## src/rtl/instr_decode_stage.sv

```systemverilog
// instr_decode_stage: registered RV32I/RV64I decode stage.
// Splits the fetched word into raw fields, picks and sign-extends the
// immediate for the instruction format, flags register usage and illegal
// encodings, and buffers the result behind valid/ready handshakes.
//
// Ports:
//   clk, rst            clock; asynchronous active-high reset
//   flush               drop every held and incoming instruction this cycle
//   in_valid/in_ready   upstream handshake; in_instr (32b), in_pc (XLEN)
//   out_valid/out_ready downstream handshake
//   out_pc              registered copy of in_pc
//   out_opcode..func7   raw instruction fields
//   out_imm, out_fmt    format-selected immediate and format code
//   out_rd_we, out_rs1_used, out_rs2_used, out_illegal  decode flags
//
// SKID=1: main register + one skid entry, in_ready straight from a flop.
// SKID=0: single register, in_ready combinational from out_ready.
module instr_decode_stage #(
  parameter int XLEN = 32,
  parameter int SKID = 1
) (
  input  logic            clk,
  input  logic            rst,
  input  logic            flush,
  input  logic            in_valid,
  output logic            in_ready,
  input  logic [31:0]     in_instr,
  input  logic [XLEN-1:0] in_pc,
  output logic            out_valid,
  input  logic            out_ready,
  output logic [XLEN-1:0] out_pc,
  output logic [6:0]      out_opcode,
  output logic [4:0]      out_rd,
  output logic [2:0]      out_func3,
  output logic [4:0]      out_rs1,
  output logic [4:0]      out_rs2,
  output logic [6:0]      out_func7,
  output logic [XLEN-1:0] out_imm,
  output logic [2:0]      out_fmt,
  output logic            out_rd_we,
  output logic            out_rs1_used,
  output logic            out_rs2_used,
  output logic            out_illegal
);

  typedef enum logic [2:0] {
    FMT_R = 3'd0,
    FMT_I = 3'd1,
    FMT_S = 3'd2,
    FMT_B = 3'd3,
    FMT_U = 3'd4,
    FMT_J = 3'd5
  } fmt_e;

  // One decoded bundle; raw fields are sliced from instr at the output.
  typedef struct packed {
    logic [XLEN-1:0] pc;
    logic [31:0]     instr;
    logic [XLEN-1:0] imm;
    fmt_e            fmt;
    logic            rd_we;
    logic            rs1_used;
    logic            rs2_used;
    logic            illegal;
  } bundle_t;

  // Widest legal store func3: SW on RV32, SD on RV64.
  localparam logic [2:0] ST_F3_MAX = (XLEN == 64) ? 3'd3 : 3'd2;

  bundle_t dec;
  bundle_t main_q;
  logic    main_vld;
  logic    accept;

  fmt_e    fmt;
  logic    ill;
  logic    is_op;   // OP / OP-32: the only R-format users of rd/rs1/rs2
  logic    is_sys;  // SYSTEM: I-format that does not read rs1
  logic [XLEN-1:0] imm;

  assign accept = in_valid & in_ready;

  // ---------------- combinational decode ----------------
  always_comb begin
    fmt    = FMT_R;
    ill    = 1'b0;
    is_op  = 1'b0;
    is_sys = 1'b0;
    imm    = '0;

    case (in_instr[6:0])
      7'b0110111, 7'b0010111: fmt = FMT_U;              // LUI, AUIPC
      7'b1101111:             fmt = FMT_J;              // JAL
      7'b1100111: begin                                 // JALR
        fmt = FMT_I;
        ill = (in_instr[14:12] != 3'b000);
      end
      7'b0000011, 7'b0010011: fmt = FMT_I;              // LOAD, OP-IMM
      7'b1110011: begin                                 // SYSTEM
        fmt    = FMT_I;
        is_sys = 1'b1;
      end
      7'b0100011: begin                                 // STORE
        fmt = FMT_S;
        ill = (in_instr[14:12] > ST_F3_MAX);
      end
      7'b1100011: begin                                 // BRANCH
        fmt = FMT_B;
        ill = (in_instr[14:13] == 2'b01);               // func3 010/011
      end
      7'b0110011:             is_op = 1'b1;             // OP
      7'b0001111:             fmt = FMT_R;              // MISC-MEM
      7'b0011011: begin                                 // OP-IMM-32
        if (XLEN == 64) fmt = FMT_I;
        else            ill = 1'b1;
      end
      7'b0111011: begin                                 // OP-32
        if (XLEN == 64) is_op = 1'b1;
        else            ill = 1'b1;
      end
      default:                ill = 1'b1;
    endcase

    if (in_instr[1:0] != 2'b11) ill = 1'b1;

    // Width casts of signed values sign-extend from instr[31] to XLEN.
    case (fmt)
      FMT_I: imm = XLEN'($signed(in_instr[31:20]));
      FMT_S: imm = XLEN'($signed({in_instr[31:25], in_instr[11:7]}));
      FMT_B: imm = XLEN'($signed({in_instr[31], in_instr[7], in_instr[30:25],
                                  in_instr[11:8], 1'b0}));
      FMT_U: imm = XLEN'($signed({in_instr[31:12], 12'b0}));
      FMT_J: imm = XLEN'($signed({in_instr[31], in_instr[19:12], in_instr[20],
                                  in_instr[30:21], 1'b0}));
      default: imm = '0;
    endcase

    dec          = '0;
    dec.pc       = in_pc;
    dec.instr    = in_instr;
    dec.illegal  = ill;
    // Illegal words keep raw fields but carry no format, immediate or usage.
    if (!ill) begin
      dec.fmt      = fmt;
      dec.imm      = imm;
      dec.rd_we    = (is_op || fmt == FMT_I || fmt == FMT_U || fmt == FMT_J)
                     && (in_instr[11:7] != 5'd0);
      dec.rs1_used = is_op || (fmt == FMT_I && !is_sys)
                     || fmt == FMT_S || fmt == FMT_B;
      dec.rs2_used = is_op || fmt == FMT_S || fmt == FMT_B;
    end
  end

  // ---------------- storage ----------------
  if (SKID != 0) begin : g_skid
    bundle_t skid_q;
    logic    skid_vld;

    assign in_ready = !skid_vld;

    always_ff @(posedge clk or posedge rst) begin
      if (rst) begin
        main_q   <= '0;
        main_vld <= 1'b0;
        skid_q   <= '0;
        skid_vld <= 1'b0;
      end else if (flush) begin
        main_vld <= 1'b0;
        skid_vld <= 1'b0;
      end else if (!main_vld || out_ready) begin
        // Main slot frees up: the older skid entry goes first. No input can
        // be accepted while skid is full, so nothing is lost here.
        if (skid_vld) begin
          main_q   <= skid_q;
          main_vld <= 1'b1;
          skid_vld <= 1'b0;
        end else begin
          main_vld <= accept;
          if (accept) main_q <= dec;
        end
      end else if (accept) begin
        skid_q   <= dec;
        skid_vld <= 1'b1;
      end
    end
  end else begin : g_single
    assign in_ready = !main_vld || out_ready;

    always_ff @(posedge clk or posedge rst) begin
      if (rst) begin
        main_q   <= '0;
        main_vld <= 1'b0;
      end else if (flush) begin
        main_vld <= 1'b0;
      end else if (in_ready) begin
        main_vld <= accept;
        if (accept) main_q <= dec;
      end
    end
  end

  // ---------------- outputs ----------------
  assign out_valid    = main_vld;
  assign out_pc       = main_q.pc;
  assign out_opcode   = main_q.instr[6:0];
  assign out_rd       = main_q.instr[11:7];
  assign out_func3    = main_q.instr[14:12];
  assign out_rs1      = main_q.instr[19:15];
  assign out_rs2      = main_q.instr[24:20];
  assign out_func7    = main_q.instr[31:25];
  assign out_imm      = main_q.imm;
  assign out_fmt      = main_q.fmt;
  assign out_rd_we    = main_q.rd_we;
  assign out_rs1_used = main_q.rs1_used;
  assign out_rs2_used = main_q.rs2_used;
  assign out_illegal  = main_q.illegal;

endmodule

```

## config.mk

```make
export PLATFORM = sky130hd
export DESIGN_NAME = instr_decode_stage
export DESIGN_NICKNAME = d
export VERILOG_FILES = /design/src/rtl/instr_decode_stage.sv
export SDC_FILE = /design/constraint.sdc
export NUM_CORES = 1
export LEC_CHECK = 0
export ABC_AREA = 0
export BUFFER_PORTS_ARGS = -buffer_cell sky130_fd_sc_hd__buf_2
export CAP_MARGIN = 40
export CORE_ASPECT_RATIO = 0.75
export CORE_MARGIN = 4
export CORE_UTILIZATION = 60
export DETAILED_ROUTE_END_ITERATION = 7
export GPL_TIMING_DRIVEN = 1
export PLACE_DENSITY = 0.85
export SLEW_MARGIN = 20
export SYNTH_ARGS = -nofsm -noshare
export SYNTH_HDL_FRONTEND = slang
export SYNTH_SLANG_ARGS = --single-unit
```

## constraint.sdc

```tcl
create_clock -name clk -period 11.52 [get_ports clk]
set_clock_uncertainty 0.15 [all_clocks]
set_input_delay 2.304 -clock clk [delete_from_list [all_inputs] [get_ports clk]]
set_output_delay 2.304 -clock clk [all_outputs]
set_load 0.01 [all_outputs]
```

==> results_dict.tcl <==
set metrics [dict create \
    cap_violations 0 \
    synth.ff_latch_count 208 \
    clock_sinks 208 \
    max_slew_margin_pct 54.0 \
    drt_iter0_drc 552 \
    async_flop_share_pct 100 \
    worstHoldPathType "reg2reg" \
    io_buffers 173 \
    cts_tree "done" \
    holdWs_ns 0.323 \
    p_int_mw 1.36 \
    avgSynthCellArea_um2 11.3 \
    wl_per_cell_um 18.5 \
    worst_pin_slew_ns 0.686 \
    fmaxAchievable_mhz 228 \
    yosysSeqAreaShare_pct 56.6 \
    drive_above_1_share_pct 32.1 \
    critPathLaunch "out_ready" \
    hold_depth 2 \
    dr.pass1.iters 5 \
    fin_crit_ns 4.38 \
    end_kind "register" \
    synthFlopType "dfrtp_1" \
    hpwl_mm 14.5 \
    cp_slowest_cell "buf_4" \
    viasPerCell 5.87 \
    crit_fanout 67 \
    post-route-period-util_pct 38.0 \
    timing.rr.start "g_skid.skid_vld$_DFFE_PP0P_" \
    place_congestion 0.838 \
    core_um2 14700 \
    synthToLayoutAreaGrowth_pct 17.9 \
    crit_required_ns 11.76 \
    ys_warn_count 0 \
    setup_ws_ns 7.14 \
    worstSetupStartpointType "primary input" \
    grt_pass1_wl_mm 35.0 \
    cp.depth 9 \
    fin_util_pct 73.6 \
    drc 0 \
    power_frac_clock_pct 35.8 \
    antenna_found_initial 0 \
    critical_path.cell_chain "buf_2, nand2b_1, nor3_1, nand2_4, buf_4, buf_16, nor2_1, nand3_4, o21ai_0" \
    cts_hold_buf 0 \
    ios 174 \
    powerDensity_nw_per_um2 170 \
    die_w_um 151 \
    initial_core_util_pct 62.4 \
    p_leak_nw 5.04 \
    grtUsageTotal_pct 24.9 \
    worstSetupPathType "in2reg" \
    switchingPower_uw 480 \
    setup-violations-final 0 \
    ant_nets 0 \
    drv_slew 0 \
    finalWirelength_mm 21.8 \
    rows 38 \
    mostFrequentLayoutCells "dfrtp_1 (207), buf_2 (173), nand2_1 (106)" \
    switching_share_pct 26.1 \
    clock_latency_ns 0.48 \
    synth_cells 815 \
    vdd_drop_max_uv 137 \
    cts_setup_buffers 0 \
    rsz0062_at_grt "false" \
    pre_cts_ws_ns 6.64 \
    synth.net_count 884 \
    max_stage_delay_ns 0.32 \
    cp.arrival_ns 4.62 \
    worst_r2r_path_depth 7 \
    clk_path_buf_depth 3 \
    cp.buffers_inverters 3 \
    comb_power_share_pct 15.2 \
    holdCritStartpoint "out_opcode[3]$_DFFE_PP0P_" \
    die_h_um 115 \
    status "finished clean" \
    grt_pass1_vias 6845 \
    ctsResizeCount 0 \
    n_antenna_cell 0 \
    finalNetCount 1033 \
    synth.cell_area_um2 9200 \
    cts_made_buffers 21 \
    vias 6898 \
    finalHoldViolCount 0 \
    path_clk_slew_ns 0.06 \
    synth_edf_count 0 \
    seqPwrFrac_pct 49.0 \
    yosys.cell_types.count 56 \
    layout_commonest_cell "dfrtp_1" \
    grt_max_degree 82 \
    cts_htree_levels 1 \
    cts_root_buffer "clkbuf_16" \
    path_delay_family "simple AND/OR/NAND/NOR gates" \
    design.die.area_um2 17400 \
    grt_remaining_overflow 0 \
    setup-tns-final_ns 0 \
]
## registers in the layout (all words and copies together) (netlist names), 5 cells and up
name,flops
out_func7,7
out_pc,32
g_skid.skid_q,103
out_rd,5
out_opcode,7
out_rs1,5
out_imm,32
out_rs2,5
## final cells by class
| type | count | area, µm² |
|---|---|---|
| inverters | 6 | 30.0 |
| repair buffers | 185 | 1050 |
| clock inverters | 6 | 58.8 |
| well taps | 200 | 250 |
| multi-input cells | 542 | 3640 |
| flip-flops and latches | 208 | 5210 |
| clock buffers | 29 | 606 |
| fillers | 1011 | 3890 |
## layer usage
| metal | global-route usage (%) | up-vias | share of wire (%) |
|---|---|---|---|
| li1 | - | 3180 | - |
| met1 | 36.3 | 3389 | 44 |
| met2 | 38.4 | 278 | 45 |
| met3 | 5.24 | 51 | 8.1 |
| met4 | 7.13 | 0 | 2.9 |
| met5 | 0 | - | 0 |
## tightest hold or removal path: stages (launching register included)
cell,delay (ns)
dfrtp_1,0.34
nand2_1,0.04
o21ai_0,0.06
## synthesized netlist by cell type, types with 2 or more instances
| master | number | area (µm²) |
|---|---|---|
| o21ai_0 | 87 | 435 |
| and2_1 | 2 | 12.5 |
| nand3_1 | 3 | 15.0 |
| nand2_2 | 2 | 12.5 |
| buf_1 | 7 | 26.3 |
| a21oi_1 | 62 | 310 |
| nor3_1 | 6 | 30.0 |
| o21a_1 | 2 | 15.0 |
| clkbuf_8 | 3 | 41.3 |
| dfrtp_1 | 208 | 5200 |
| mux2_2 | 62 | 698 |
| nand2_1 | 107 | 402 |
| nor2_1 | 38 | 143 |
| nor3_4 | 2 | 32.5 |
| buf_6 | 9 | 101 |
| dlygate4sd1_1 | 2 | 17.5 |
| o22ai_1 | 14 | 87.6 |
| a221o_1 | 6 | 60.1 |
| o22ai_2 | 14 | 175 |
| mux2i_1 | 66 | 661 |
| and3_1 | 13 | 81.3 |
| a22o_1 | 6 | 52.6 |
| inv_1 | 6 | 22.5 |
| o21ai_1 | 21 | 105 |
| buf_2 | 5 | 25.0 |
| nand3_4 | 2 | 35.0 |
| clkbuf_1 | 31 | 116 |
## final timing paths
| path | end | slack, ns |
|---|---|---|
| worst max-delay path | g_skid.skid_q[21]$_DFFE_PP0P_ | 7.14 |
| worst max register to register | g_skid.skid_q[21]$_DFFE_PP0P_ | 8.46 |
| worst min register to register | out_opcode[3]$_DFFE_PP0P_ | 0.32 |
| min in group asynchronous | out_pc[9]$_DFFE_PP0P_ | 1.65 |
| worst min-delay path | out_opcode[3]$_DFFE_PP0P_ | 0.32 |
| max in group asynchronous | g_skid.skid_q[28]$_DFFE_PP0P_ | 8.61 |
## through the flow
stage	instances	power [mW]	instance area, µm²
after CTS	1175	1.85	10800
final	1176	1.84	10800
after detailed placement	1140	1.19	10200
after floorplan	815	1.07	9200
after global placement	1135	1.17	10000
after global routing	1176	1.93	10800
## power groups by stage
stage / clock network, mW / registers [mW] / logic [mW]
after floorplan: 0 / 0.924 / 0.149
after global placement: 0 / 0.905 / 0.267
after detailed placement: 0 / 0.912 / 0.282
after CTS: 0.668 / 0.900 / 0.283
after global routing: 0.704 / 0.912 / 0.310
final: 0.658 / 0.900 / 0.280
## cells by family (layout without fill, tap and decap cells)
logic type             after synthesis  after routing  share of synthesized area (%)
AO/OA/AOI/OAI                      225            225                           15.0
buffers and inverters               65            226                           4.03
flip-flops                         208            208                           56.6
multiplexers                       128            128                           14.8
AND/OR/NAND/NOR                    189            189                           9.64
No activity file was read; power rests on OpenSTA's default activity.
